`config.mk`:
```
export PLATFORM = sky130hd
export DESIGN_NAME = keypad_scanner_flat
export DESIGN_NICKNAME = d
export VERILOG_FILES = /design/src/rtl/keypad_scanner_pkg.sv /design/src/rtl/keypad_scanner_if.sv /design/src/rtl/keypad_scanner_scan_tick.sv /design/src/rtl/keypad_scanner.sv /design/src/flat_wrapper.sv
export SDC_FILE = /design/constraint.sdc
export NUM_CORES = 1
export LEC_CHECK = 0
export ABC_AREA = 1
export ABC_CLOCK_PERIOD_IN_PS = 2800
export CORE_ASPECT_RATIO = 1.25
export CORE_MARGIN = 4
export CORE_UTILIZATION = 62
export DETAILED_ROUTE_END_ITERATION = 7
export HOLD_SLACK_MARGIN = 0.1
export PLACE_DENSITY = 0.84
export SYNTH_ARGS = -nofsm -noshare
export SYNTH_HDL_FRONTEND = slang
export SYNTH_SLANG_ARGS = --single-unit
```
`constraint.sdc`:
```
create_clock -name clk -period 2.8 [get_ports clk]
set_input_delay 0.56 -clock clk [delete_from_list [all_inputs] [get_ports clk]]
set_output_delay 0.56 -clock clk [all_outputs]
set_load 0.005 [all_outputs]
```
`src/rtl/keypad_scanner_pkg.sv`:
```
// Shared keypad definitions: FSM state encodings, key-code constants, decode helpers.
// Latency: n/a (declarations only).
// Backpressure: n/a.
package keypad_scanner_pkg;

  // FSM state encodings, kept as plain 2-bit constants so wavegen-side tools can reuse them.
  localparam logic [1:0] ST_SCAN     = 2'd0;
  localparam logic [1:0] ST_DEBOUNCE = 2'd1;
  localparam logic [1:0] ST_HELD     = 2'd2;
  localparam logic [1:0] ST_RELEASE  = 2'd3;

  // Code format: [7:4] one-hot row, [3:0] one-hot column; all ones means silence.
  localparam logic [7:0] KEY_NONE    = 8'hFF;

  // Note-code anchors shared with wavegen.
  localparam logic [7:0] NOTE_C      = 8'h11;  // row0 / col0
  localparam logic [7:0] NOTE_D      = 8'h12;  // row0 / col1
  localparam logic [7:0] NOTE_E      = 8'h14;  // row0 / col2
  localparam logic [7:0] NOTE_F      = 8'h18;  // row0 / col3
  localparam logic [7:0] NOTE_HIGH_C = 8'h28;  // row1 / col3

  // True when exactly one active-low row line is pulled low.
  function automatic logic single_low(input logic [3:0] rows);
    logic [3:0] act;
    act = ~rows;
    return (act != 4'd0) && ((act & (act - 4'd1)) == 4'd0);
  endfunction

  function automatic logic [3:0] col_onehot(input logic [1:0] idx);
    return 4'b0001 << idx;
  endfunction

endpackage

```
`src/rtl/keypad_scanner_if.sv`:
```
// Decoded key event bundle between keypad_scanner (master) and its consumer (slave).
// Latency: n/a (wires only).
// Backpressure: none; the consumer must sample every pulse.
// Signals: key_code[7:0] debounced code, key_valid level, key_press / key_release 1-clk pulses.
interface keypad_scanner_if;
  import keypad_scanner_pkg::*;

  logic [7:0] key_code;
  logic       key_valid;
  logic       key_press;
  logic       key_release;

  modport master (output key_code, output key_valid, output key_press, output key_release);
  modport slave  (input  key_code, input  key_valid, input  key_press, input  key_release);

endinterface

```
`src/rtl/keypad_scanner_scan_tick.sv`:
```
// Free-running divider producing a one-clk tick every DIV clocks (column dwell period).
// Latency: first tick DIV clocks after reset release, then every DIV clocks.
// Backpressure: none; never stalls in any state.
// Ports: clk, rst (async active-low), tick (high while the divider sits at DIV-1).
module scan_tick #(
  parameter int DIV = 50_000
) (
  input  logic clk,
  input  logic rst,
  output logic tick
);
  localparam int W = $clog2(DIV);

  logic [W-1:0] div_q, div_d;

  assign tick  = (div_q == W'(DIV - 1));
  assign div_d = tick ? '0 : div_q + W'(1);

  always_ff @(posedge clk or negedge rst) begin
    if (!rst) div_q <= '0;
    else      div_q <= div_d;
  end

endmodule

```
`src/rtl/keypad_scanner.sv`:
```
// 4x4 active-low keypad scanner with debounce; drives decoded key codes straight into wavegen.
// Latency: outputs update 1 clk after the deciding tick; press accepted within 4+DEBOUNCE_TICKS ticks.
// Backpressure: none; pulses are single-clk and must be sampled by the consumer.
// Ports: clk, rst (async active-low), row_in[3:0] (async, active-low), col_out[3:0] (active-low),
//        key_if (master): key_code, key_valid, key_press, key_release.
module keypad_scanner
  import keypad_scanner_pkg::*;
#(
  parameter int CLK_HZ         = 50_000_000,
  parameter int SCAN_HZ        = 1_000,
  parameter int DEBOUNCE_TICKS = 8
) (
  input  logic                    clk,
  input  logic                    rst,
  input  logic [3:0]              row_in,
  output logic [3:0]              col_out,
  keypad_scanner_if.master        key_if
);
  localparam int DIV = CLK_HZ / SCAN_HZ;
  localparam int CW  = $clog2(DEBOUNCE_TICKS + 1);
  // Count value on the tick whose sample completes the debounce window.
  localparam logic [CW-1:0] CNT_LAST = CW'(DEBOUNCE_TICKS - 1);

  logic       tick;
  logic [3:0] sync1_q, rs_q;
  logic [1:0] state_q, state_d;
  logic [1:0] col_idx_q, col_idx_d;
  logic [CW-1:0] cnt_q, cnt_d;
  logic [3:0] cand_row_q, cand_row_d;
  logic [1:0] cand_col_q, cand_col_d;
  logic [7:0] code_q, code_d;
  logic       valid_q, valid_d;
  logic       press_q, press_d;
  logic       release_q, release_d;

  scan_tick #(.DIV(DIV)) u_tick (
    .clk  (clk),
    .rst  (rst),
    .tick (tick)
  );

  // Two-flop synchroniser; idles high (no key) out of reset.
  always_ff @(posedge clk or negedge rst) begin
    if (!rst) begin
      sync1_q <= 4'hF;
      rs_q    <= 4'hF;
    end else begin
      sync1_q <= row_in;
      rs_q    <= sync1_q;
    end
  end

  always_comb begin
    state_d    = state_q;
    col_idx_d  = col_idx_q;
    cnt_d      = cnt_q;
    cand_row_d = cand_row_q;
    cand_col_d = cand_col_q;
    code_d     = code_q;
    valid_d    = valid_q;
    press_d    = 1'b0;
    release_d  = 1'b0;
    if (tick) begin
      case (state_q)
        ST_SCAN: begin
          if (single_low(rs_q)) begin
            // col_idx stays put so the candidate column keeps being driven.
            cand_row_d = ~rs_q;
            cand_col_d = col_idx_q;
            cnt_d      = CW'(1);
            if (DEBOUNCE_TICKS > 1) begin
              state_d = ST_DEBOUNCE;
            end else begin
              state_d = ST_HELD;
              code_d  = {~rs_q, col_onehot(col_idx_q)};
              valid_d = 1'b1;
              press_d = 1'b1;
            end
          end else begin
            // Idle or ghosted (several rows low): keep scanning.
            col_idx_d = col_idx_q + 2'd1;
          end
        end
        ST_DEBOUNCE: begin
          if (rs_q == ~cand_row_q) begin
            cnt_d = cnt_q + CW'(1);
            if (cnt_q == CNT_LAST) begin
              state_d = ST_HELD;
              code_d  = {cand_row_q, col_onehot(cand_col_q)};
              valid_d = 1'b1;
              press_d = 1'b1;
            end
          end else begin
            state_d   = ST_SCAN;
            col_idx_d = col_idx_q + 2'd1;
          end
        end
        ST_HELD: begin
          if (rs_q != ~cand_row_q) begin
            // A one-sample window means the first all-high sample already releases.
            if (DEBOUNCE_TICKS == 1 && rs_q == 4'hF) begin
              state_d   = ST_SCAN;
              col_idx_d = col_idx_q + 2'd1;
              code_d    = KEY_NONE;
              valid_d   = 1'b0;
              release_d = 1'b1;
            end else begin
              state_d = ST_RELEASE;
              cnt_d   = CW'(1);
            end
          end
        end
        default: begin  // ST_RELEASE
          if (rs_q == 4'hF) begin
            cnt_d = cnt_q + CW'(1);
            if (cnt_q == CNT_LAST) begin
              state_d   = ST_SCAN;
              col_idx_d = col_idx_q + 2'd1;
              code_d    = KEY_NONE;
              valid_d   = 1'b0;
              release_d = 1'b1;
            end
          end else if (rs_q == ~cand_row_q) begin
            state_d = ST_HELD;
          end else begin
            // Another key in the same column: restart the release window.
            cnt_d = CW'(1);
          end
        end
      endcase
    end
  end

  always_ff @(posedge clk or negedge rst) begin
    if (!rst) begin
      state_q    <= ST_SCAN;
      col_idx_q  <= 2'd0;
      cnt_q      <= '0;
      cand_row_q <= 4'd0;
      cand_col_q <= 2'd0;
      code_q     <= KEY_NONE;
      valid_q    <= 1'b0;
      press_q    <= 1'b0;
      release_q  <= 1'b0;
    end else begin
      state_q    <= state_d;
      col_idx_q  <= col_idx_d;
      cnt_q      <= cnt_d;
      cand_row_q <= cand_row_d;
      cand_col_q <= cand_col_d;
      code_q     <= code_d;
      valid_q    <= valid_d;
      press_q    <= press_d;
      release_q  <= release_d;
    end
  end

  assign col_out            = ~col_onehot(col_idx_q);
  assign key_if.key_code    = code_q;
  assign key_if.key_valid   = valid_q;
  assign key_if.key_press   = press_q;
  assign key_if.key_release = release_q;

endmodule

```
`src/flat_wrapper.sv`:
```
// flat-port wrapper written by rule: the top's interface ports become plain ports
module keypad_scanner_flat import keypad_scanner_pkg::*;
#(
  parameter int CLK_HZ         = 50_000_000,
  parameter int SCAN_HZ        = 1_000,
  parameter int DEBOUNCE_TICKS = 8
)
  (clk, rst, row_in, col_out, key_if_key_code, key_if_key_valid, key_if_key_press, key_if_key_release);
  keypad_scanner_if key_if_i ();
  input  logic clk;
  input  logic rst;
  input  logic [3:0] row_in;
  output logic [3:0] col_out;
  output wire logic [$bits(key_if_i.key_code)-1:0] key_if_key_code;
  output wire logic [$bits(key_if_i.key_valid)-1:0] key_if_key_valid;
  output wire logic [$bits(key_if_i.key_press)-1:0] key_if_key_press;
  output wire logic [$bits(key_if_i.key_release)-1:0] key_if_key_release;
  assign key_if_key_code = key_if_i.key_code;
  assign key_if_key_valid = key_if_i.key_valid;
  assign key_if_key_press = key_if_i.key_press;
  assign key_if_key_release = key_if_i.key_release;
  keypad_scanner #(.CLK_HZ(CLK_HZ), .SCAN_HZ(SCAN_HZ), .DEBOUNCE_TICKS(DEBOUNCE_TICKS)) u_core (.clk(clk), .rst(rst), .row_in(row_in), .col_out(col_out), .key_if(key_if_i));
endmodule
```
Word level (Yosys, flattened, before mapping)

Cells that the tools add are included.

Flip-flop bits (word level): 49
Input port bits: 6
Output and inout bits: 15

Add/subtract/negate cells: 4
Equality and inequality tests: 15
Shift operators: 2
Muxes and demuxes: 37
Bitwise logic cells: 6
Reduce and logical (&&, ||, !) cells: 15

Operators by type and width:

| operator                | number |
|---|---|
| $mux W8                 | 4 |
| $mux W2                 | 11 |
| $mux W4                 | 5 |
| $add A16 B1 Y16 const B | 1 |
| $eq A16 B16 Y1 const B  | 1 |
| $mux W16                | 1 |
| $pmux W8 S2             | 1 |
| $not A4 Y4              | 3 |
| $pmux W2 S3             | 2 |
| $pmux W4 S3             | 1 |
| $reduce_and A6 Y1       | 2 |
| $mux W1                 | 11 |
| $reduce_and A5 Y1       | 2 |
| $shl A1 B2 Y4 const A   | 2 |
| $ne A2 B1 Y1 const B    | 3 |
| $reduce_bool A3 Y1      | 2 |
| $ne A5 B4 Y1 const B    | 1 |
| $ne A5 B5 Y1 const B    | 1 |
| $reduce_bool A5 Y1      | 1 |
| $add A4 B1 Y4 const B   | 1 |
| $and A4 B4 Y4           | 1 |
| $eq A4 B3 Y1 const B    | 1 |
| $eq A4 B4 Y1            | 1 |
| $eq A4 B4 Y1 const B    | 1 |
| other kinds (17)        | 19 |

Longest topological paths before layout

Gate-level depths: netlist of run 1.

Depth in word-level cells: 7
Depth in mapped cells: 12
Depth with buffers taken out: 12

By module

From an unflattened synthesis of run 1, not the netlist that was laid out.

Cells, all modules: 341
Area, all modules: 2631.3 sq um

Modules (own cells, without submodules):

| module         | times used | cells each | area each (sq um) | seq. area each (sq um) |
|---|---|---|---|---|
| keypad_scanner | 1          | 221        | 1741.7            | 845.8 |
| scan_tick      | 1          | 120        | 889.6             | 400.4 |

Worst setup path after synthesis of run 1

Ideal clock, no wire load.

Path kind: register to register
From: reg u_core.u_tick.div_q[0]
To: reg u_core.cand_col_q[0]
Setup time: 0.120 ns
Arrival time: 1.418 ns
Data required time: 2.680 ns
Path slack: 1.262 ns
Stages on the path, launching flop included: 11
Buffers on the path: 1
Cell sequence: dfrtp_1 > ha_1 > nand2_1 > inv_1 > nand2_2 > nor2_4 > nand2_4 > or2_4 > buf_6 > nand2_2 > o21ai_2

Longest elaborated chain between the ends: 2

Ends and longest elaborated chain:

| what                        | line                           | text |
|---|---|---|
| start: declaration          | keypad_scanner_scan_tick.sv:14 | `logic [W-1:0] div_q, div_d;` |
| start signal: assignment    | keypad_scanner_scan_tick.sv:21 | `else div_q <= div_d;` |
| $eq A16 B16 Y1              | keypad_scanner_scan_tick.sv:16 | `assign tick = (div_q == W'(DIV - 1));` |
| $reduce_and A3 Y1 (no line) | -                              |  |
| end signal: assignment      | keypad_scanner.sv:150          | `cand_col_q <= cand_col_d;` |
| end: declaration            | keypad_scanner.sv:30           | `logic [1:0] cand_col_q, cand_col_d;` |

No other way between the ends.
A chain may end at the register's enable or synchronous reset.

Worst setup path after layout of run 1

From: reg u_core.col_idx_q[0]
To: out col_out[2]

Longest elaborated chain between the ends: 2

Ends and longest elaborated chain:

| what                     | line                  | text |
|---|---|---|
| start: declaration       | keypad_scanner.sv:27  | `logic [1:0] col_idx_q, col_idx_d;` |
| start signal: assignment | keypad_scanner.sv:147 | `col_idx_q <= col_idx_d;` |
| $shl A1 B2 Y4            | -                     |  |
| $not A4 Y4               | keypad_scanner.sv:158 | `assign col_out = ~col_onehot(col_idx_q);` |
| end: declaration         | flat_wrapper.sv:13    | `output logic [3:0] col_out;` |

No other way between the ends.

==> impl_metrics.csv, run 1 <==
group,metric,value,unit
worst_setup_path,crit_fanout,4,
hold_path,hold_class,"reg2reg",
grt,grt_pass1_wl,8800,microns
layout,num_antenna_cells,0,
placed_design,place_ws,0.979,ns
timing,relSlewSlack,35.6,%
clock_tree,clk_latency,0.30,ns
synth,yosys_register_bits,49,
worst_setup_path,cp-start-kind,"register",
timing,setup_violations,0,
worst_setup_path,critical_path_required,2.24,ns
power,p_leak,0.00158,uW
worst_setup_path,worstSetupEndpointType,"output pin",
floorplan,core,0.00410,sq mm
clock_tree,cts_tree,"built",
synth,syn_inst,336,
outcome,outcome,"finished clean",
synth,ys_seq_area_share,47.2,%
synth,syn_avg_cell_area,7.86,sq um
grt,grt_pass1_vias,2155,
worst_setup_path,critical_path_arrival,1.57,ns
synth,yosysTopAreaCell,"dfrtp_1",
placed_design,port_buffers,20,
floorplan,die_h,81.0,microns
worst_setup_path,critPathKind,"reg2out",
timing,min_period,2.13,ns
synth,yosys-top-cells-count,"85 x nand2_1, 65 x inv_1, 35 x nor2_1",
detailed_routing,wl_per_cell,11.6,microns
clock_tree,postCtsSetupBuffers,0,
grt,gr-usage-all-layers,21.0,%
clock_tree,holdBufCountCts,0,
floorplan,die_w,66.4,microns
floorplan,start_util,64.4,%
clock_tree,root_buffer,"clkbuf_8",
clock_tree,clkTransAtPathRegs,0.09,ns
synth,yosysWarnings,0,
synth,synth_area,0.00264,sq mm
grt,grt_max_degree,46,
detailed_routing,dr.first_iter.drc_count,108,
power,vdd_drop_max,398,uV
detailed_routing,drc_errors,0,
clock_tree,cts_buffer_depth,2,
timing,layout_setup_ws,0.674,ns
synth,async_reset_ff_share,100,%
timing,fmax,470,MHz
timing,hold_violations,0,
clock_tree,cts_resized,0,
timing,worst_clock_skew,0.00999,ns
detailed_routing,via_per_inst,4.96,
layout,nets,373,
timing,finalCritPeriodShare,75.9,%
clock_tree,cts_made_buffers,5,
synth,yosysMostFrequentCell,"nand2_1",
floorplan,rows,26,
synth,ys.flop_type,"dfrtp_1",
power,power.density,393,mW/mm^2
synth,synth_edf_count,0,
detailed_routing,num_vias,2072,
detailed_routing,finalWirelength,4830,microns
timing,drv_slew,0,
synth,synth.top_cell.area_share,31.3,%
synth,synthesis.nets,348,
clock_tree,clock_sink_count,49,
clock_tree,h-tree-depth,2,
synth,synth.area.top_cells,"dfrtp_1 31%, dfstp_2 16%, nand2_1 12%",
timing,max_slew.worst_pin.slew,0.966,ns
placed_design,place_congestion,0.880,
placed_design,placedCellCount,410,
grt,antenna_found_initial,0,
layout,fin_cells,418,
floorplan,dieArea,0.00537,sq mm
synth,synth_cell_types,31,
timing,fin_tns_setup,0,ns
layout,drive_above_1_share,15.5,%
detailed_routing,ant_nets,0,
grt,gr-total-overflow,0,
timing,rsz0062_at_grt,"false",
placed_design,dp_hpwl,3690,microns
layout,area_growth,12.7,%
floorplan,io_pins,21,
detailed_routing,first_pass_iters,4,
job,cap_viol_max_count,0,
-- worst max-delay path, cell delays in order (launching register included) --
cell and delay [ns]:
dfrtp_1 0.41, inv_1 0.12, ha_1 0.22, inv_1 0.05, clkdlybuf4s50_1 0.48
-- cells by family (layout without fill, tap and decap cells) --
family          Yosys count  in the layout  share of synthesized area (%)
simple gates            179            179                           31.2
buf+inv                  71             97                           10.8
flops                    49             49                           47.2
compound gates           23             23                           5.36
xor+xnor                  8              8                           2.65
fa+ha+maj                 6              6                           2.84
-- cells in the final DEF (no fill, tap or decap), drive strengths merged --
master and instances:
nand2 95, inv 67, nor2 44, dfrtp 33, nand3 22, clkdlybuf4s50 19, o21ai 18, dfstp 16
xor2 6, ha 6, clkbuf 6, nand4 5, nor3 5, a21oi 3, buf 3, nor4 2
nand3b 2, xnor2 2, and2b 1, a31oi 1, nor3b 1, or2 1, and2 1, a211oi 1
clkinv 1, clkinvlp 1
-- where the power goes --
part / internal, uW / switching, uW / leakage (uW) / total [uW]
clock: 178 / 229 / 0.0000414 / 407
combinational: 12.5 / 26.1 / 0.000921 / 38.6
sequential: 718 / 5.20 / 0.000613 / 724
total: 909 / 260 / 0.00158 / 1170
-- path summary, 6_finish.rpt --
| path | startpoint | endpoint | slack [ns] | cells past startpoint |
|---|---|---|---|---|
| max reg2reg | u_core.rs_q[2]$_DFF_PN1_ | u_core.state_q[1]$_DFFE_PN0P_ | 1.10 | 11 |
| max in group asynchronous | rst | u_core.key_if.key_code[1]$_DFFE_PN1P_ | 1.68 | 2 |
| min in group asynchronous | rst | u_core.key_if.key_valid$_DFFE_PN0P_ | 0.40 | 1 |
| max | u_core.col_idx_q[0]$_DFFE_PN0P_ | col_out[2] | 0.67 | 4 |
| min | u_core.sync1_q[0]$_DFF_PN1_ | u_core.rs_q[0]$_DFF_PN1_ | 0.36 | 0 |
| min reg2reg | u_core.sync1_q[0]$_DFF_PN1_ | u_core.rs_q[0]$_DFF_PN1_ | 0.36 | 0 |
-- state kept, by name, indices dropped and copies added, names as in the netlist --
signal / flops
u_core.u_tick.div_q: 16
u_core.key_if.key_code: 8
u_core.cand_row_q: 4
u_core.cnt_q: 4
u_core.rs_q: 4
u_core.sync1_q: 4
u_core.cand_col_q: 2
u_core.col_idx_q: 2
u_core.state_q: 2
u_core.key_if.key_press: 1
u_core.key_if.key_release: 1
u_core.key_if.key_valid: 1
-- routing by layer --
metal	global-route usage, %	vias up	part of all wire [%]
met2	41.3	37	55
li1	-	1071	-
met4	7.93	0	1.6
met5	0	-	0
met3	2.90	8	3.0
met1	22.0	956	40
-- per-stage QoR --
step / utilization, % / area, sq um / total power [uW] / hold slack [ns]
2_1_floorplan: - / 2640 / 750 / 0.264
3_3_place_gp: 70.5 / 2890 / 775 / 0.346
3_5_place_dp: 70.5 / 2890 / 776 / 0.350
4_1_cts: 72.6 / 2980 / 1180 / 0.359
5_1_grt: 72.6 / 2980 / 1220 / 0.366
6_report: 72.6 / 2980 / 1170 / 0.359
-- layout make-up --
type | count | area [sq um]
repair buffers | 22 | 210
inverters | 67 | 251
multi-input cells | 216 | 1110
well taps | 56 | 70.1
fillers | 346 | 1120
clock buffers | 6 | 72.6
flip-flops and latches | 49 | 1250
clock inverters | 2 | 16.3
Note: power is estimated with default switching activity, not from simulation.
==> inputs of run 2 (changes only) <==
Settings changed: ABC_CLOCK_PERIOD_IN_PS 2800 to 2050, CORE_UTILIZATION 62 to 58, PLACE_DENSITY 0.84 to 0.79.
Clock period 2.8 ns to 2.05 ns, I/O delays scaled along.
==> impl_metrics.csv, run 2 (synthesis gave the netlist of run 1 again) <==
group,metric,value,unit
clock_tree,cts_made_buffers,5,
grt,grt-busiest-layer,"met2",
detailed_routing,dr.first_iter.drc_count,88,
grt,gr-total-overflow,0,
floorplan,die_h,83.4,microns
layout,area_growth,14.2,%
clock_tree,postCtsSetupBuffers,0,
clock_tree,root_buffer,"clkbuf_8",
layout,drive_above_1_share,16.0,%
timing,layout_setup_ws,0.0678,ns
timing,worst_clock_skew,0.00954,ns
worst_setup_path,critical_path.slowest_cell,"clkdlybuf4s50_1",
power,vdd_drop_max,485,uV
clock_tree,cts_buffer_depth,2,
timing,finalCritPeriodShare,96.7,%
layout,final_common_cell,"nand2_1",
layout,fillers,355,
placed_design,place_area,0.00289,sq mm
layout,fin_util,68.6,%
power,p_leak,0.00160,uW
layout,regArea,0.00125,sq mm
hold_path,hold_class,"in2async",
grt,grt_pass1_vias,2125,
clock_tree,cts_resized,0,
detailed_routing,num_vias,2076,
timing,fmax,504,MHz
detailed_routing,first_pass_iters,4,
worst_setup_path,critPathKind,"reg2out",
layout,largest_reg_flops,16,
clock_tree,clock_sink_count,49,
floorplan,core,0.00439,sq mm
layout,top_register,"u_core.u_tick.div_q",
layout,final_cell_mix,"85 x nand2_1, 65 x inv_1, 35 x nor2_1",
floorplan,io_pins,21,
placed_design,place_congestion,0.890,
layout,num_antenna_cells,0,
worst_setup_path,critical_path_required,1.64,ns
job,cap_viol_max_count,0,
timing,max_slew.worst_pin.slew,0.710,ns
grt,grt_max_degree,34,
floorplan,dieArea,0.00570,sq mm
worst_setup_path,path_buf_inv,3,
timing,fin_tns_setup,0,ns
timing,drv_slew,0,
detailed_routing,finalWirelength,4980,microns
timing,relSlewSlack,52.6,%
grt,met3_usage,4.19,%
floorplan,die_w,68.3,microns
detailed_routing,drc_errors,0,
grt,gr-usage-all-layers,20.0,%
grt,met1_usage,21.7,%
worst_setup_path,startpoint,"u_core.col_idx_q[0]$_DFFE_PN0P_",
placed_design,port_buffers,20,
worst_setup_path,regToRegStartpoint,"u_core.u_tick.div_q[0]$_DFF_PN0_",
worst_setup_path,crit_chain,"buf_4 -> ha_1 -> inv_1 -> clkdlybuf4s50_1",
placed_design,place_ws,0.316,ns
grt,grt_pass1_wl,8790,microns
timing,hold_violations,0,
clock_tree,holdBufCountCts,0,
worst_setup_path,crit_fanout,3,
layout,stdcell_area,0.00301,sq mm
detailed_routing,wl_per_cell,11.8,microns
power,power.density,583,mW/mm^2
floorplan,start_util,60.1,%
clock_tree,clkTransAtPathRegs,0.10,ns
layout,multi_input_area,0.00111,sq mm
timing,rsz0062_at_grt,"false",
placed_design,dp_hpwl,3770,microns
worst_setup_path,worstSetupEndpointType,"output pin",
clock_tree,cts_tree,"built",
worst_setup_path,cp_slowest_stage_delay,0.49,ns
layout,nets,374,
detailed_routing,ant_nets,0,
clock_tree,clk_latency,0.31,ns
worst_setup_path,cp-start-kind,"register",
floorplan,rows,27,
worst_setup_path,critical_path_arrival,1.57,ns
outcome,outcome,"finished clean",
clock_tree,h-tree-depth,2,
timing,setup_violations,0,
timing,min_period,1.98,ns
detailed_routing,via_per_inst,4.93,
grt,grtUsageMet2,35.7,%
grt,antenna_found_initial,0,
worst_setup_path,crit_family,"buffers and inverters",
run 2: routing by layer:
metal / vias up / wire [microns]
met5: - / 0
met4: 0 / 98
met3: 9 / 155
met2: 32 / 2680
met1: 967 / 2050
li1: 1068 / -
run 2: final cells by class:
class,instances,area share (%)
flip-flops and latches,49,41.3
multi-input cells,216,36.8
inverters,67,8.34
repair buffers,23,7.22
well taps,58,2.41
clock buffers,5,2.28
clock inverters,3,1.58
run 2: worst paths after layout:
path,to,slack [ns],depth (start not counted)
hold / removal,u_core.key_if.key_press$_DFF_PN0_,0.14,1
setup / recovery,col_out[1],0.07,4
hold reg to reg,u_core.rs_q[3]$_DFF_PN1_,0.36,0
setup reg to reg,u_core.key_if.key_code[7]$_DFFE_PN1P_,0.30,11
min in group clk,u_core.rs_q[3]$_DFF_PN1_,0.36,0
max in group asynchronous,u_core.cnt_q[1]$_DFFE_PN0P_,1.28,2
run 2: per-stage QoR:
step	power (uW)	instances	hold WS, ns
floorplan	1020	336	0.114
global placement	1060	412	0.346
detailed placement	1060	412	0.348
CTS	1780	420	0.151
global route	1820	421	0.184
finish	1760	421	0.140
run 2: power breakdown:
group	switching [uW]	internal, uW
sequential	7.01	981
clock	345	372
combinational	35.7	17.1
